==> src/rtl/torus_out_collector.sv <==
`default_nettype none
// ============================================================================
// Module   : torus_out_collector
// Purpose  : Captures the four row-0 lanes of the 4x4 torus PE array as one
//            frame, queues frames in a small FIFO and serialises them onto a
//            single DW-bit valid/ready stream (lane 0 first).
// Ports    : clk, rst (sync, active high)
//            cap_en, data_in0..3    - capture strobe and the four lanes
//            out_data/out_valid/out_last, out_ready - serial output stream
//            fifo_count             - frames stored, including the one in flight
//            overflow               - sticky, a capture was dropped
//            busy                   - frames stored or a beat pending
// Config   : TORUS_OUTCOL_XSUM_EN   - append an XOR checksum beat to each frame
// Revision : 1.0 - initial release
// ============================================================================
module torus_out_collector #(
    parameter int DW    = 16,
    parameter int DEPTH = 8
) (
    input  logic                     clk,
    input  logic                     rst,
    input  logic                     cap_en,
    input  logic [DW-1:0]            data_in0,
    input  logic [DW-1:0]            data_in1,
    input  logic [DW-1:0]            data_in2,
    input  logic [DW-1:0]            data_in3,
    output logic [DW-1:0]            out_data,
    output logic                     out_valid,
    input  logic                     out_ready,
    output logic                     out_last,
    output logic [$clog2(DEPTH):0]   fifo_count,
    output logic                     overflow,
    output logic                     busy
);

    localparam int              c_AW    = $clog2(DEPTH);
    localparam logic [c_AW:0]   c_FULL  = (c_AW+1)'(DEPTH);
    localparam logic [c_AW:0]   c_ONE   = (c_AW+1)'(1);
`ifdef TORUS_OUTCOL_XSUM_EN
    localparam logic [2:0]      c_LAST_BEAT = 3'd4;
`else
    localparam logic [2:0]      c_LAST_BEAT = 3'd3;
`endif
    localparam logic [0:0]      c_IDLE  = 1'b0;
    localparam logic [0:0]      c_SEND  = 1'b1;

    logic [4*DW-1:0] r_mem [DEPTH];
    logic [c_AW-1:0] r_wr_ptr;
    logic [c_AW-1:0] r_rd_ptr;
    logic [c_AW-1:0] w_rd_ptr_inc;
    logic [c_AW:0]   r_count;
    logic [2:0]      r_beat;
    logic [2:0]      w_beat_nxt;
    logic [2:0]      w_beat_inc;
    logic [0:0]      r_state;
    logic [0:0]      w_state_nxt;
    logic [DW-1:0]   r_out_data;
    logic [DW-1:0]   w_data_nxt;
    logic            r_out_valid;
    logic            w_valid_nxt;
    logic            r_out_last;
    logic            w_last_nxt;
    logic            r_overflow;
    logic            w_xfer;
    logic            w_last_xfer;
    logic            w_full;
    logic            w_wr;
    logic            w_drop;
    logic [4*DW-1:0] w_head;
    logic [4*DW-1:0] w_next_head;

    // Selects beat idx of a stored frame; the checksum beat exists only when
    // the checksum feature is built in.
    function automatic logic [DW-1:0] f_lane(input logic [4*DW-1:0] e,
                                             input logic [2:0]      idx);
        case (idx)
            3'd0:    f_lane = e[DW-1:0];
            3'd1:    f_lane = e[2*DW-1:DW];
            3'd2:    f_lane = e[3*DW-1:2*DW];
`ifdef TORUS_OUTCOL_XSUM_EN
            3'd3:    f_lane = e[4*DW-1:3*DW];
            default: f_lane = e[DW-1:0] ^ e[2*DW-1:DW] ^ e[3*DW-1:2*DW] ^ e[4*DW-1:3*DW];
`else
            default: f_lane = e[4*DW-1:3*DW];
`endif
        endcase
    endfunction

    assign w_rd_ptr_inc = r_rd_ptr + 1'b1;
    assign w_beat_inc   = r_beat + 3'd1;
    assign w_head       = r_mem[r_rd_ptr];
    assign w_next_head  = r_mem[w_rd_ptr_inc];
    assign w_full       = (r_count == c_FULL);
    assign w_xfer       = (r_state == c_SEND) && r_out_valid && out_ready;
    assign w_last_xfer  = w_xfer && (r_beat == c_LAST_BEAT);
    // A full FIFO still accepts a capture when its head frame retires at the
    // same edge: the freed slot is the one being written.
    assign w_wr         = cap_en && (!w_full || w_last_xfer);
    assign w_drop       = cap_en && w_full && !w_last_xfer;

    // Frame storage (no reset needed: pointers qualify every read)
    always_ff @(posedge clk) begin
        if (w_wr && !rst) begin
            r_mem[r_wr_ptr] <= {data_in3, data_in2, data_in1, data_in0};
        end
    end

    // Pointers, occupancy and sticky overflow
    always_ff @(posedge clk) begin
        if (rst) begin
            r_wr_ptr   <= '0;
            r_rd_ptr   <= '0;
            r_count    <= '0;
            r_overflow <= 1'b0;
        end else begin
            if (w_wr)        r_wr_ptr <= r_wr_ptr + 1'b1;
            if (w_last_xfer) r_rd_ptr <= w_rd_ptr_inc;
            if (w_wr && !w_last_xfer)      r_count <= r_count + c_ONE;
            else if (!w_wr && w_last_xfer) r_count <= r_count - c_ONE;
            if (w_drop)      r_overflow <= 1'b1;
        end
    end

    // FSM state register
    always_ff @(posedge clk) begin
        if (rst) r_state <= c_IDLE;
        else     r_state <= w_state_nxt;
    end

    // FSM next-state logic
    always_comb begin
        w_state_nxt = r_state;
        case (r_state)
            c_IDLE:  if (r_count != '0) w_state_nxt = c_SEND;
            c_SEND:  if (w_last_xfer && r_count == c_ONE) w_state_nxt = c_IDLE;
            default: w_state_nxt = c_IDLE;
        endcase
    end

    // FSM output logic: next values of the registered stream outputs
    always_comb begin
        w_data_nxt  = r_out_data;
        w_valid_nxt = r_out_valid;
        w_last_nxt  = r_out_last;
        w_beat_nxt  = r_beat;
        case (r_state)
            c_IDLE: begin
                w_valid_nxt = 1'b0;
                w_last_nxt  = 1'b0;
                if (r_count != '0) begin
                    w_data_nxt  = f_lane(w_head, 3'd0);
                    w_valid_nxt = 1'b1;
                    w_beat_nxt  = 3'd0;
                end
            end
            c_SEND: begin
                if (w_xfer) begin
                    if (r_beat != c_LAST_BEAT) begin
                        w_beat_nxt = w_beat_inc;
                        w_data_nxt = f_lane(w_head, w_beat_inc);
                        w_last_nxt = (w_beat_inc == c_LAST_BEAT);
                    end else if (r_count > c_ONE) begin
                        // Next frame was already queued: back-to-back, no bubble
                        w_beat_nxt = 3'd0;
                        w_data_nxt = f_lane(w_next_head, 3'd0);
                        w_last_nxt = 1'b0;
                    end else begin
                        w_beat_nxt  = 3'd0;
                        w_valid_nxt = 1'b0;
                        w_last_nxt  = 1'b0;
                    end
                end
            end
            default: begin
                w_valid_nxt = 1'b0;
                w_last_nxt  = 1'b0;
            end
        endcase
    end

    // Registered stream outputs
    always_ff @(posedge clk) begin
        if (rst) begin
            r_out_data  <= '0;
            r_out_valid <= 1'b0;
            r_out_last  <= 1'b0;
            r_beat      <= 3'd0;
        end else begin
            r_out_data  <= w_data_nxt;
            r_out_valid <= w_valid_nxt;
            r_out_last  <= w_last_nxt;
            r_beat      <= w_beat_nxt;
        end
    end

    assign out_data   = r_out_data;
    assign out_valid  = r_out_valid;
    assign out_last   = r_out_last;
    assign fifo_count = r_count;
    assign overflow   = r_overflow;
    assign busy       = (r_count != '0) || r_out_valid;

endmodule
`default_nettype wire

==> config.mk <==
export PLATFORM = sky130hd
export DESIGN_NAME = torus_out_collector
export DESIGN_NICKNAME = d
export VERILOG_FILES = /design/src/rtl/torus_out_collector.sv
export SDC_FILE = /design/constraint.sdc
export NUM_CORES = 1
export LEC_CHECK = 0
export BUFFER_PORTS_ARGS = -buffer_cell sky130_fd_sc_hd__buf_2
export CAP_MARGIN = 20
export CORE_UTILIZATION = 50
export DETAILED_ROUTE_END_ITERATION = 10
export GPL_ROUTABILITY_DRIVEN = 0
export PLACE_DENSITY = 0.68
export SLEW_MARGIN = 20
export SYNTH_ARGS = -nofsm -noshare
export SYNTH_HDL_FRONTEND = slang
export SYNTH_SLANG_ARGS = --single-unit
==> constraint.sdc <==
create_clock -name clk -period 8.55 [get_ports clk]
set_input_delay 0.855 -clock clk [delete_from_list [all_inputs] [get_ports clk]]
set_output_delay 0.855 -clock clk [all_outputs]
set_load 0.1 [all_outputs]
==> summary.txt, run 1 <==
Routing
  • DRC Markers: 0
  • Post-route ant nets: 0
  • Via-to-Cell Ratio: roughly 6.1
  • Initial DRC count: 865
  • DRT Pass-1 Iters: 5
  • Via count: around 11000
  • WL per Instance: about 26 um
  • Final WL: 47700 um

Worst setup path
  • Critical path's slowest cell: dfxtp_1
  • CP Launch Point: r_state
  • CP endpoint kind: flip-flop
  • CP arrival: between 5 and 6 ns
  • Critical path fanouts, max: 37
  • Kind of critical path: reg -> reg
  • Startpoint type of the worst setup path: flip-flop
  • WP data required: 8.78 ns
  • Reg-to-reg critical path startpoint: r_state
  • Critical path's largest stage delay: 1.06 ns
  • Crit-path cells: nand2_2, nor2_1, inv_1, nand4_1, nand2_1, inv_1, nand2_1, nor2_4, buf_4

CTS
  • Hold-fix buffers at CTS: 0
  • TritonCTS buffer count: 54
  • Setup bufs post-CTS: 0
  • Post-CTS resize count: 0
  • CTS H-tree depth: 2
  • CTS tree: done
  • CTS max path bufs: 3
  • Num Clock Sinks: 548
  • Clk_lat worst skew: 0.59 ns
  • Clock-pin slew on the worst setup and hold paths: roughly 0.06 ns
  • CTS root buffer: clkbuf_16

Synth
  • Avg Inst Size Synth: about 20 um2
  • Synth async-reset ratio: 0%
  • Post-synthesis cell area: 22100 um2
  • #FFs+latches synth: 548
  • Post-synth EDFFs: slightly above 500
  • Netlist cell types: 46
  • Yosys Warn Count: 0
  • Sequential-to-total area share from yosys stat: 72.9%
  • Post-Synthesis Cells: 1078
  • Mapped Nets: around 1200
  • Commonest register cell after synthesis: edfxtp_1

STA
  • RSZ-0062 raised after global routing: no
  • Maximum clock frequency: about 210 MHz
  • Final worst-path cycle share: 56.0%
  • Crit path time final: 4.79 ns
  • Post-route setup TNS: 0 ns
  • Clock Skew: 0.0102 ns
  • Max_slew headroom: approximately 25%
  • Max Slew Vio Count: 0
  • Final Hold Vio Count: 0
  • Final setup violation count: 0
  • Transition time of the tightest slew-check pin: 1.12 ns

Floorplanning
  • Site row count: 76
  • Boundary Pins: about 90
  • Die Area: 45000 um2
  • Die Wd: 212 um
  • Starting Density: 50.9%
  • Core Area: 43400 um2
  • Die height: between 200 and 250 um

Power
  • Worst VDD drop: 0.000204 V
  • Pwr/cell area: 237 nW/um2
  • Leakage Power: 7.79 nW
  • Final Total Pwr: 5.92 mW

Outcome
  • Status: finished clean

Place
  • PortBufs: 91
  • HPWL Detailed: about 27000 um
  • Placed cells: ~1700

Worst hold path
  • HP Class: reg -> reg
  • Worst Min Path Start: r_rd_ptr[1]

Layout
  • Post-Layout Cell Count: 1811
  • Utilization after layout: between 50 and 60%
  • Fraction of layout cells with a size suffix above 1: 30.2%
  • # diodes: 0
  • Synth-to-Final Area Change: 13.0%
  • Nets@finish: about 1300

GRT
  • Number of global-route vias before repair: 11200
  • Total track usage: 22.0%
  • Antenna violations before repair: 6
  • First-pass GRT wire length: just over 70000 um
  • Largest net degree at the start of global routing: 81
  • Gr ovfl total: 0

Flow run
  • Maxcap violations: 0
==> state kept, by name (all words and copies together) (netlist names), named ones only <==
| name | count |
|---|---|
| r_mem | 512 |
| out_data | 16 |
| fifo_count | 4 |
| r_beat | 3 |
| r_rd_ptr | 3 |
| r_wr_ptr | 3 |
| out_last | 1 |
| out_valid | 1 |
| overflow | 1 |
| r_state | 1 |
==> kinds of logic (layout without fill, tap and decap cells) <==
kind of cell / Yosys count / in the layout / share of synthesized area (%)
and+or+nand+nor: 131 / 131 / 2.86
AOI/OAI and AO/OA: 93 / 93 / 2.91
buffers and inverters: 76 / 224 / 1.73
xor gates and xnor gates: 8 / 8 / 0.351
DFF: 548 / 548 / 72.9
adders and majority gates: 13 / 13 / 0.736
muxes: 209 / 209 / 18.5
==> cell usage after synthesis (2+ instances only) <==
cell type | n | area (um2)
dfxtp_1 | 36 | 721
xor2_1 | 5 | 43.8
buf_2 | 23 | 115
nor2_1 | 30 | 113
buf_6 | 4 | 45.0
nor2b_1 | 3 | 18.8
a21oi_1 | 10 | 50.1
o21ai_0 | 7 | 35.0
nor3_1 | 18 | 90.1
o22ai_1 | 28 | 175
buf_4 | 10 | 75.1
a22oi_1 | 20 | 150
mux2i_1 | 49 | 490
clkbuf_1 | 25 | 93.8
o21ai_1 | 4 | 20.0
ha_1 | 13 | 163
o221ai_1 | 4 | 35.0
buf_1 | 3 | 11.3
inv_1 | 11 | 41.3
a22o_1 | 13 | 114
mux4_2 | 160 | 3600
nand4_1 | 6 | 37.5
and3_1 | 2 | 12.5
edfxtp_1 | 512 | 15400
xnor2_1 | 2 | 17.5
and3b_1 | 2 | 17.5
nand3_1 | 22 | 110
nand2_1 | 33 | 124
nand3b_1 | 6 | 45.0
==> per-layer routing <==
| metal | vias to the layer above | part of all wire, % | GRT usage (%) |
|---|---|---|---|
| li1 | 4742 | - | - |
| met1 | 5807 | 42 | 30.6 |
| met4 | 10 | 2.4 | 6.75 |
| met3 | 92 | 5.9 | 3.87 |
| met5 | - | 0.13 | 0 |
| met2 | 374 | 50 | 35.6 |
==> area by class of cell <==
class / count / area [um2]
clock inverter: 32 / 290
multi-input combinational: 454 / 5690
sequential: 548 / 16100
inverter: 11 / 41.3
timing repair buffer: 116 / 659
tap: 585 / 732
fill: 3219 / 18400
clock buffer: 65 / 1430
==> final timing paths <==
check / cells past startpoint / to / slack (ns)
worst max-delay path: 9 / r_mem[5][2] / 3.76
worst min-delay path: 2 / flip-flop / 0.48
worst max register to register: 9 / r_mem[5][2] / 3.76
worst min register to register: 2 / flip-flop / 0.48
==> critical path: cells and delay by family, from the launching register on <==
kind,cells,cell delay [ns]
simple gates,6,2.28
flops,1,1.06
buf+inv,3,1.03
==> placed cells by master, fill, tap and decap left out, drive strengths merged, types with 2 or more instances in the layout <==
master,n
buf,116
clkbuf,65
clkinv,23
a22o,13
and3b,2
a21oi,10
nand3,22
nor2,30
nor2b,3
o22ai,28
xnor2,2
o21ai,11
edfxtp,512
nor3,18
nand2,34
a22oi,21
and3,2
clkinvlp,2
nand4,6
dfxtp,36
o221ai,4
mux2i,49
mux4,160
inv,13
ha,13
bufinv,5
nand3b,6
xor2,6
==> stage by stage <==
stage                     hold slack [ns]  area (um2)  setup WS [ns]
final                               0.485       25000           3.76
after global routing                0.505       25000           3.44
after global placement              0.462       23200           3.91
after floorplan                     0.454       22100           1.69
after detailed placement            0.485       23200           3.76
after CTS                           0.491       25000           3.74
==> power breakdown <==
part           internal [mW]  switching [mW]  leakage (nW)
clock network           1.34           0.964         0.844
logic                  0.147           0.404          2.02
registers               3.01          0.0522          4.92
total                   4.50            1.42          7.79
Power figures use the tool's default switching activity.
==> run 2, diff against run 1 <==
ABC_AREA = 1   (was unset)
PLACE_DENSITY = 0.66   (was 0.68)
clock period = 4.6 ns   (was 8.55 ns; I/O delays follow)
==> run 2 against run 1 <==
Sequential power up 85%. Utilization down 0.83 points. Sequential share of layout area down 5.4 points.
==> summary.txt, run 2 <==
Layout
  • Final Instance Area: 27200 um2 (+9.2%)
  • # fillers: 4030 (+25%)
  • Fraction of layout cells with a size suffix above 1: 8.42% (-22 points)
  • Most frequent cells in the layout: 746 x nand2_1, 512 x edfxtp_1, 358 x nand3_1
  • Largest Register: r_mem
  • Area of the multi-input gates: 6560 um2 (+15%)
  • Synth-to-Final Area Change: 11.3%
  • Commonest non-fill, non-tap cell in the layout: nand2_1
  • Nets@finish: 2602 (+110%)
  • Register area: 16100 um2 (about the same)
  • Max FFs per register: 512 (unchanged)

CTS
  • CTS max path bufs: 3 (unchanged)
  • Clock-pin slew on the worst setup and hold paths: 0.06 ns (about the same)
  • Hold-fix buffers at CTS: 0 (unchanged)
  • Setup bufs post-CTS: 0 (unchanged)
  • Post-CTS resize count: 0 (unchanged)
  • Clk_lat worst skew: 0.62 ns (+0.03 ns)
  • Num Clock Sinks: 548 (unchanged)
  • TritonCTS buffer count: 56 (+3.7%)
  • CTS root buffer: clkbuf_16
  • CTS tree: done
  • CTS H-tree depth: 2 (unchanged)

Worst setup path
  • CP arrival: 3.18 ns (-1.84 ns)
  • Reg2reg path depth: 9 (unchanged)
  • Most Frequent Cell on Critical Path: nand2_1
  • Startpoint type of the worst setup path: flip-flop
  • Critical path's slowest cell: buf_4
  • CP endpoint kind: flip-flop
  • WP data required: 4.85 ns (-3.93 ns)
  • Critical path fanouts, max: 29 (-22%)
  • Kind of critical path: reg -> reg
  • Critical path's largest stage delay: 0.52 ns (-0.54 ns)
  • Crit-path cells: ha_1, ha_1, nand2_2, nand2_1, nand2_1, nor2_1, nand2_1, nor2_4, buf_4

Power
  • Net switching power: 2.88 mW (+100%)
  • Pwr/cell area: 413 nW/um2 (+74%)
  • Int Pwr: 8.36 mW (+86%)
  • Worst VDD drop: 0.000412 V (+100%)
  • Combinational power share: 10.2% (+0.9 points)
  • Leakage Power: 11.1 nW (+43%)
  • Sw Ratio: 25.6% (+1.6 points)
  • Clock share of power: 39.5% (+0.6 points)
  • Flop pwr share: 50.3% (-1.4 points)

Synth
  • Yosys Warn Count: 0 (unchanged)
  • Netlist cell types: 29 (-37%)
  • Sequential-to-total area share from yosys stat: 65.7% (-7.2 points)
  • #FFs+latches synth: 548 (unchanged)
  • Mapped Nets: 2560 (+120%)
  • Dominant cell type by area after synthesis: edfxtp_1
  • Post-synth EDFFs: 512 (unchanged)
  • Top cell type's share of synthesized area: 62.8% (-6.8 points)
  • Synth async-reset ratio: 0% (unchanged)
  • Avg Inst Size Synth: 9.88 um2 (-52%)
  • Post-synthesis cell area: 24500 um2 (+11%)
  • Top cells by count, synth: 746 x nand2_1, 512 x edfxtp_1, 358 x nand3_1, 327 x inv_1, 120 x o21ai_0
  • Most frequent cell after synthesis: nand2_1
  • Post-Synthesis Cells: 2479 (+130%)
  • Commonest register cell after synthesis: edfxtp_1
  • Area contributors post-synth: edfxtp_1 63%, nand2_1 11%, nand3_1 7.3%

Routing
  • DRC Markers: 0 (unchanged)
  • Post-route ant nets: 0 (unchanged)
  • Final WL: 63300 um (+33%)
  • Initial DRC count: 2283 (+160%)
  • DRT Pass-1 Iters: 6 (+1)
  • WL per Instance: 19.9 um (-25%)
  • Via-to-Cell Ratio: 5.54 (-9.1%)
  • Via count: 17600 (+60%)

GRT
  • Largest net degree at the start of global routing: 131 (+62%)
  • Gr ovfl total: 0 (unchanged)
  • Number of global-route vias before repair: 16900 (+50%)
  • Antenna violations before repair: 4 (-2)
  • First-pass GRT wire length: 96700 um (+36%)
  • Total track usage: 25.4% (+3.5 points)

STA
  • Max Slew Vio Count: 0 (unchanged)
  • Setup ws final: 1.67 ns (-2.09 ns)
  • Final setup violation count: 0 (unchanged)
  • Final Hold Vio Count: 0 (unchanged)
  • Transition time of the tightest slew-check pin: 1.17 ns (+0.0561 ns)
  • Crit path time final: 2.93 ns (-1.86 ns)
  • Worst hold slack: 0.106 ns (-0.379 ns)
  • Clock Skew: 0.0141 ns (+0.00382 ns)
  • Final worst-path cycle share: 63.6% (+7.6 points)
  • RSZ-0062 raised after global routing: no
  • Maximum clock frequency: 342 MHz (+64%)
  • Max_slew headroom: 21.8% (-3.7 points)

Place
  • Setup WS pre-CTS: 1.72 ns (-2.05 ns)
  • PortBufs: 91 (unchanged)
  • DP Area: 25500 um2 (+9.6%)
  • HPWL Detailed: 34800 um (+29%)

Floorplanning
  • Starting Density: 51.0% (about the same)
  • Boundary Pins: 92 (unchanged)
  • Die Area: 49900 um2 (+11%)
  • Die height: 223 um (+5.3%)
  • Site row count: 80 (+5.3%)
  • Core Area: 48000 um2 (+11%)
  • Die Wd: 223 um (+5.3%)

Flow run
  • Maxcap violations: 0 (unchanged)

Worst hold path
  • HP Class: in -> reg
  • Hold Crit Depth: 1 (-1)

Outcome
  • Status: finished clean
[run 2: cell types whose count changed after synthesis, sizes merged, moves of 49 or more]
cell and change:
nor2 +54, nand2 +713, buf +62, mux2i -49, nand3 +336, a21oi +71
mux4 -160, inv +325, o21ai +129
[run 2: final timing paths]
path,endpoint,from,slack (ns)
worst max-delay path,r_mem[5][16],r_beat[1],1.67
worst min-delay path,r_mem[2][7],data_in0[7],0.11
worst max register to register,r_mem[5][16],r_beat[1],1.67
worst min register to register,r_beat[2],r_beat[2],0.49
[run 2: area by class of cell]
cell class              count  share of cell area (%)
flip-flops and latches    548                    59.1
multi-input cells        1462                    24.1
clock buffers              79                    5.65
inverters                 336                    4.66
well taps                 615                    2.82
repair buffers            117                    2.80
clock inverters            23                   0.886
diodes                      2                  0.0184
[run 2: stage by stage]
step           cells  util, %  setup TNS (ns)  total power [mW]
6_report        3182     56.7               0              11.2
2_1_floorplan   2479        -         -204.52              6.50
3_5_place_dp    3078     53.0               0              6.89
3_3_place_gp    3078     53.0               0              6.86
4_1_cts         3180     56.7               0              11.3
5_1_grt         3182     56.7               0              11.6
[run 2: critical path: cells and delay by family (launching register included)]
kind                       cells  cell delay [ns]
adders and majority gates      2             0.39
DFF                            1             0.40
buffers and inverters          1             0.52
and+or+nand+nor                6             1.22
[run 2: kinds of logic after synthesis]
family          after synthesis  synth area share (%)
compound gates              241                  5.18
simple gates               1206                  20.5
fa+ha+maj                    13                 0.664
xor+xnor                      2                 0.102
flops                       548                  65.7
buf+inv                     469                  7.85
[run 2: power groups by stage]
stage          combinational, mW  sequential, mW  clock [mW]
3_5_place_dp                1.14            5.76           0
5_1_grt                     1.22            5.66        4.69
4_1_cts                     1.14            5.65        4.50
6_report                    1.14            5.65        4.44
2_1_floorplan              0.446            6.05           0
3_3_place_gp                1.11            5.75           0
[run 2: metal layers]
layer  vias up  track usage, %  share of wire (%)
met3       150            4.45                8.3
li1       8296               -                  -
met1      8399            34.5                 42
met4         4            10.3                3.3
met2       764            40.8                 46
met5         -               0              0.035
